### src/rtl/uart_rx_fifo_pkg.sv
// Shared types and line-rate helpers for the UART receive path.
// Also holds the default clock/baud pair used by the terminal.
package uart_rx_fifo_pkg;

  localparam int DEF_CLK_HZ = 12_000_000;
  localparam int DEF_BAUD   = 115_200;

  typedef enum logic [2:0] {
    S_IDLE,
    S_START,
    S_DATA,
    S_STOP,
    S_WAIT_HIGH
  } rx_state_e;

  function automatic int clks_per_bit(input int clk_hz, input int baud);
    return (clk_hz + baud / 2) / baud;
  endfunction

endpackage

### src/rtl/uart_rx_bit.sv
// 8N1 bit-level receiver: input synchroniser, bit timer and framing FSM.
// Emits a one-cycle strobe per good byte and a pulse per bad stop bit.
module uart_rx_bit
  import uart_rx_fifo_pkg::*;
#(
  parameter int CLKS_PER_BIT = 104
) (
  input  logic       i_clk,
  input  logic       i_rst,
  input  logic       i_rx,
  output logic [7:0] o_byte,
  output logic       o_byte_stb,
  output logic       o_frame_err
);

  localparam int TW = $clog2(CLKS_PER_BIT);
  localparam logic [TW-1:0] HALF = TW'(CLKS_PER_BIT / 2);
  localparam logic [TW-1:0] LAST = TW'(CLKS_PER_BIT - 1);

  logic            r_sync1;
  logic            r_sync2;
  rx_state_e       r_state;
  logic [TW-1:0]   r_timer;
  logic [2:0]      r_bit;
  logic [7:0]      r_shreg;
  logic            r_stb;
  logic            r_ferr;

  rx_state_e       w_state_n;
  logic [TW-1:0]   w_timer_n;
  logic [2:0]      w_bit_n;
  logic [7:0]      w_shreg_n;
  logic            w_stb_n;
  logic            w_ferr_n;
  logic            w_rx_s;

  assign w_rx_s = r_sync2;

  always_ff @(posedge i_clk) begin
    if (i_rst) begin
      r_sync1 <= 1'b1;
      r_sync2 <= 1'b1;
      r_state <= S_IDLE;
      r_timer <= '0;
      r_bit   <= '0;
      r_shreg <= '0;
      r_stb   <= 1'b0;
      r_ferr  <= 1'b0;
    end else begin
      r_sync1 <= i_rx;
      r_sync2 <= r_sync1;
      r_state <= w_state_n;
      r_timer <= w_timer_n;
      r_bit   <= w_bit_n;
      r_shreg <= w_shreg_n;
      r_stb   <= w_stb_n;
      r_ferr  <= w_ferr_n;
    end
  end

  // Timer is held at zero outside timed states so every entry starts fresh.
  always_comb begin
    w_state_n = r_state;
    w_timer_n = r_timer + TW'(1);
    w_bit_n   = r_bit;
    w_shreg_n = r_shreg;
    w_stb_n   = 1'b0;
    w_ferr_n  = 1'b0;
    unique case (r_state)
      S_IDLE: begin
        w_timer_n = '0;
        if (!w_rx_s) w_state_n = S_START;
      end
      S_START: begin
        if (r_timer == HALF) begin
          w_timer_n = '0;
          w_bit_n   = '0;
          w_state_n = w_rx_s ? S_IDLE : S_DATA;
        end
      end
      S_DATA: begin
        if (r_timer == LAST) begin
          w_timer_n = '0;
          w_shreg_n = {w_rx_s, r_shreg[7:1]};
          w_bit_n   = r_bit + 3'd1;
          if (r_bit == 3'd7) w_state_n = S_STOP;
        end
      end
      S_STOP: begin
        if (r_timer == LAST) begin
          w_timer_n = '0;
          if (w_rx_s) begin
            w_stb_n   = 1'b1;
            w_state_n = S_IDLE;
          end else begin
            w_ferr_n  = 1'b1;
            w_state_n = S_WAIT_HIGH;
          end
        end
      end
      S_WAIT_HIGH: begin
        w_timer_n = '0;
        if (w_rx_s) w_state_n = S_IDLE;
      end
      default: begin
        w_timer_n = '0;
        w_state_n = S_IDLE;
      end
    endcase
  end

  assign o_byte      = r_shreg;
  assign o_byte_stb  = r_stb;
  assign o_frame_err = r_ferr;

endmodule

### src/rtl/uart_rx_fifo.sv
// UART receiver feeding a first-word-fall-through FIFO with a
// valid/ready output stream, almost-full level and drop flags.
module uart_rx_fifo
  import uart_rx_fifo_pkg::*;
#(
  parameter int CLK_HZ     = DEF_CLK_HZ,
  parameter int BAUD       = DEF_BAUD,
  parameter int FIFO_DEPTH = 16,
  parameter int AF_MARGIN  = 4
) (
  input  logic       i_clk,
  input  logic       i_rst,
  input  logic       i_rx,
  output logic [7:0] o_char,
  output logic       o_valid,
  input  logic       i_ready,
  output logic       o_almost_full,
  output logic       o_frame_err,
  output logic       o_overrun
);

  localparam int CPB = clks_per_bit(CLK_HZ, BAUD);
  localparam int AW  = $clog2(FIFO_DEPTH);
  localparam logic [AW:0] FULL_LVL = (AW + 1)'(FIFO_DEPTH);
  localparam logic [AW:0] AF_LVL   = (AW + 1)'(FIFO_DEPTH - AF_MARGIN);

  logic [7:0]    w_byte;
  logic          w_stb;
  logic          w_full;
  logic          w_valid;
  logic          w_pop;
  logic          w_push;
  logic [AW:0]   w_count_n;

  logic [7:0]    r_mem [FIFO_DEPTH];
  logic [AW-1:0] r_wr_ptr;
  logic [AW-1:0] r_rd_ptr;
  logic [AW:0]   r_count;
  logic          r_af;
  logic          r_ov;

  uart_rx_bit #(
    .CLKS_PER_BIT(CPB)
  ) u_bit (
    .i_clk      (i_clk),
    .i_rst      (i_rst),
    .i_rx       (i_rx),
    .o_byte     (w_byte),
    .o_byte_stb (w_stb),
    .o_frame_err(o_frame_err)
  );

  assign w_full  = (r_count == FULL_LVL);
  assign w_valid = (r_count != '0);
  assign w_pop   = w_valid & i_ready;
  // A pop in the same cycle frees the slot a full FIFO needs.
  assign w_push  = w_stb & (~w_full | w_pop);

  always_comb begin
    w_count_n = r_count;
    if (w_push & ~w_pop)      w_count_n = r_count + (AW + 1)'(1);
    else if (~w_push & w_pop) w_count_n = r_count - (AW + 1)'(1);
  end

  always_ff @(posedge i_clk) begin
    if (i_rst) begin
      r_wr_ptr <= '0;
      r_rd_ptr <= '0;
      r_count  <= '0;
      r_af     <= 1'b0;
      r_ov     <= 1'b0;
    end else begin
      if (w_push) r_wr_ptr <= r_wr_ptr + AW'(1);
      if (w_pop)  r_rd_ptr <= r_rd_ptr + AW'(1);
      r_count <= w_count_n;
      r_af    <= (w_count_n >= AF_LVL);
      r_ov    <= w_stb & w_full & ~w_pop;
    end
  end

  always_ff @(posedge i_clk) begin
    if (w_push) r_mem[r_wr_ptr] <= w_byte;
  end

  assign o_valid       = w_valid;
  assign o_char        = w_valid ? r_mem[r_rd_ptr] : 8'h00;
  assign o_almost_full = r_af;
  assign o_overrun     = r_ov;

endmodule
### config.mk
export PLATFORM = sky130hd
export DESIGN_NAME = uart_rx_fifo
export DESIGN_NICKNAME = d
export VERILOG_FILES = /design/src/rtl/uart_rx_fifo_pkg.sv /design/src/rtl/uart_rx_bit.sv /design/src/rtl/uart_rx_fifo.sv
export SDC_FILE = /design/constraint.sdc
export NUM_CORES = 1
export LEC_CHECK = 0
export BUFFER_PORTS_ARGS = -buffer_cell sky130_fd_sc_hd__buf_4
export CAP_MARGIN = 20
export CORE_MARGIN = 2
export CORE_UTILIZATION = 56
export DETAILED_ROUTE_END_ITERATION = 10
export HOLD_SLACK_MARGIN = 0.12
export PLACE_DENSITY = 0.77
export SYNTH_ARGS = -nofsm -noshare
export SYNTH_HDL_FRONTEND = slang
export SYNTH_HIERARCHICAL = 1
export SYNTH_SLANG_ARGS = --single-unit
### constraint.sdc
create_clock -name i_clk -period 2.18 [get_ports i_clk]
set_input_delay 0.109 -clock i_clk [delete_from_list [all_inputs] [get_ports i_clk]]
set_output_delay 0.109 -clock i_clk [all_outputs]
set_load 0.1 [all_outputs]
==> flow_metrics.tcl <==
set metrics [dict create \
    finClkSkew_ns 0.007913 \
    clk_latency_ns 0.43 \
    hold_path.class "reg2reg" \
    cts_buffer_depth 2 \
    outcome "finished with violations" \
    grt_antenna_before_repair 0 \
    path_max_fanout 8 \
    p_clk_frac 0.362 \
    die_h_um 116.6 \
    syn_area_per_cell_sq_um 15.94 \
    dpl.hpwl_um 8633 \
    cts_inserted_buffers 17 \
    finalSetupTns_ns -0.5036 \
    finalSetupViolations 8 \
    end_kind "output pin" \
    violations "negative setup slack" \
    peakVddDrop_uv 567.9 \
    required_ns 2.07 \
    p_leak_nw 3.167 \
    post_synth_fa_ha_maj_area_fraction 0.01940 \
    synthFlopType "edfxtp_1" \
    ys_warn_count 6 \
    dp_slack_ns 0.09301 \
    io_pins 16 \
    synth_compound_area_frac 0.04868 \
    area_delta_synth_final_pct 20.12 \
    crit_type "reg2out" \
    grt_max_degree 33 \
    h-tree-depth 4 \
    worst_slack_ns -0.1254 \
    fp-row-count 41 \
    cts_tree "built" \
    switchingPower_mw 2.152 \
    first_pass_iters 5 \
    reg2reg_from "r_count[0]$_SDFF_PP0_" \
    avgViaCountPerCell 6.043 \
    worstMarginPinSlew_ns 0.7645 \
    period_minus_slack_ns 2.305 \
    antenna_left 0 \
    fin_util 0.6808 \
    multi_input_comb_area_sq_um 2384 \
    critPathMostFrequentCell "buf_12" \
    maxSlewHeadroom 0.4885 \
    ys_seq_area_frac 0.6660 \
    drt_iter0_drc 332 \
    cpPeakStageDelay_ns 0.55 \
    post-synth-top-count-cell "edfxtp_1" \
    rr_endpoint "r_mem[11][3]$_DFFE_PP_" \
    yosysTopAreaCell "edfxtp_1" \
    combPwrFrac 0.177 \
    syn_nets 460 \
    synth_area_leaders "edfxtp_1, dfxtp_1, mux4_2, mux2i_1, ha_1" \
    via_count 4073 \
    fin_crit_sh 1.058 \
    fp.dieW_um 116.6 \
    fin_nets 504 \
    start_util 0.5668 \
    synthSimpleGateAreaFrac 0.08483 \
    root_buffer "clkbuf_16" \
    routed_wirelength_um 14820 \
    gp_congestion 0.8666 \
    synth_top_area_frac 0.5418 \
    synth_common_cells "edfxtp_1, dfxtp_1, mux4_2, nor2_1, mux2i_1" \
    grtUsageTotal 0.2326 \
    internal_power_mw 5.614 \
    cp-start-kind "flop" \
    seqPwrFrac 0.461 \
    portBuffers 15 \
    crit_path_top_delay_cell "mux4_2" \
    nFillCells 854 \
    r2r_slack_ns 0.12 \
    antennaDiodeCount 0 \
    clk_pin_slew_ns 0.06 \
    drv_slew 0 \
    grt_pass1_vias 4060 \
    switching_share 0.2771 \
    drv_cap 0 \
    synth.ff_latch_count 172 \
    critPathArrivalTime_ns 2.20 \
    dieArea_sq_um 13590 \
    regArea_sq_um 4728 \
    ff2ff_path_depth 6 \
    hold_violations 0 \
    synth_top_family_by_area "multiplexers" \
    mappedNetlistArea_sq_um 7094 \
    core_area_sq_um 12520 \
    wl_per_cell_um 21.99 \
    ys_async_sr_fraction 0 \
    crit_chain "buf_12, mux4_2, mux2i_2, o22ai_2, buf_12" \
    synthMuxAreaShare 0.1429 \
    synthCells 445 \
    crit_path_end "o_char[7]" \
    max_freq_mhz 433.8 \
    final_cells 674 \
    drive_above_1_share 0.3127 \
    p_per_area_nw_per_um2 911.3 \
    drc 0 \
    dp.cells 633 \
    overflow 0 \
    grt_first_pass_wirelength_um 22540 \
    ys_types 64 \
    clock_sinks 172 \
    rsz0062_at_grt "yes" \
    synth_xor_area_frac 0.009877 \
    synth_edf_count 128 \
]
[cells in the final DEF, fill, tap and decap left out, types with 4 or more instances in the layout]
cell	n
mux2i_4	6
nand3_1	6
buf_12	10
a21oi_1	9
o21ai_0	6
inv_6	5
mux4_2	32
mux2i_1	14
ha_1	11
clkinv_4	5
xor2_1	6
nor3_2	4
dlygate4sd3_1	5
nor3_1	5
o22ai_2	7
inv_1	15
edfxtp_1	128
nand2_1	19
nand2b_1	4
nor2_1	26
mux2i_2	7
dfxtp_1	43
buf_4	28
clkbuf_16	18
[critical path, delay by kind of cell (launching register included)]
family / cells / cell delay [ns]
compound gates: 1 / 0.13
flops: 1 / 0.45
mux: 2 / 0.83
buf+inv: 2 / 0.35
[cell type report]
cell class | count | share of cell area
inverters | 17 | 0.007782
flip-flops and latches | 172 | 0.5548
well taps | 172 | 0.02525
clock inverters | 15 | 0.01512
multi-input cells | 232 | 0.2797
clock buffers | 17 | 0.04992
repair buffers | 49 | 0.06739
[worst min-delay path by stage]
| stage | startpoint | depth (start not counted) | to |
|---|---|---|---|
| 6_report | u_bit/r_sync1$_SDFF_PP1_ | 1 | u_bit/r_sync2$_SDFF_PP1_ |
| 5_1_grt | u_bit/r_sync1$_SDFF_PP1_ | 1 | u_bit/r_sync2$_SDFF_PP1_ |
| 4_1_cts | u_bit/r_sync1$_SDFF_PP1_ | 1 | u_bit/r_sync2$_SDFF_PP1_ |
| 3_5_place_dp | i_rx | 2 | u_bit/r_sync1$_SDFF_PP1_ |
| 3_3_place_gp | i_rx | 2 | u_bit/r_sync1$_SDFF_PP1_ |
| 2_1_floorplan | i_rx | 1 | u_bit/r_sync1$_SDFF_PP1_ |
[layer usage]
layer  part of all wire  track usage  vias to the layer above
met5                  0            0                        -
met4              0.021      0.09804                        0
met3              0.058      0.05293                       22
met2               0.52       0.3705                      153
met1               0.41       0.3134                     2071
li1                   -            -                     1827
[cells by family after synthesis]
logic type,after synthesis
mux,61
flops,172
fa+ha+maj,11
xor+xnor,8
compound gates,47
buf+inv,41
simple gates,105
[power by group through the flow]
stage | Clock (mW) | Combinational, mW | Sequential, mW
after detailed placement | 0 | 1.16 | 3.62
after CTS | 2.84 | 1.30 | 3.58
after global placement | 0 | 1.13 | 3.62
after global routing | 2.97 | 1.47 | 3.59
after floorplan | 0 | 0.902 | 3.62
final | 2.81 | 1.37 | 3.58
[registers in the layout (all words and copies together) (netlist names), named ones only]
| name | flops |
|---|---|
| u_bit/r_sync2 | 1 |
| u_bit/r_timer | 7 |
| r_rd_ptr | 4 |
| u_bit/o_byte | 8 |
| u_bit/r_sync1 | 1 |
| u_bit/o_byte_stb | 1 |
| u_bit/o_frame_err | 1 |
| u_bit/r_bit | 3 |
| r_mem | 128 |
| o_overrun | 1 |
| u_bit/r_state | 3 |
| o_almost_full | 1 |
| r_count | 5 |
| r_wr_ptr | 4 |
[timing repair]
item	4_1_cts	5_1_grt
resized for setup	30	32
endpoints found under the hold margin	19	0
pin swaps	1	6
cloned	2	1
setup buffers	1	0
hold buffers	5	0
endpoints found under the setup margin	8	54
[metrics by stage]
| step | cell area, sq um | hold slack, ns | total power, mW |
|---|---|---|---|
| 2_1_floorplan | 7159 | 0.2128 | 4.522 |
| 3_3_place_gp | 7566 | 0.2963 | 4.746 |
| 3_5_place_dp | 7566 | 0.2996 | 4.783 |
| 4_1_cts | 8352 | 0.4263 | 7.715 |
| 5_1_grt | 8522 | 0.4439 | 8.031 |
| 6_report | 8522 | 0.4213 | 7.766 |
(Power assumes the default switching activity.)
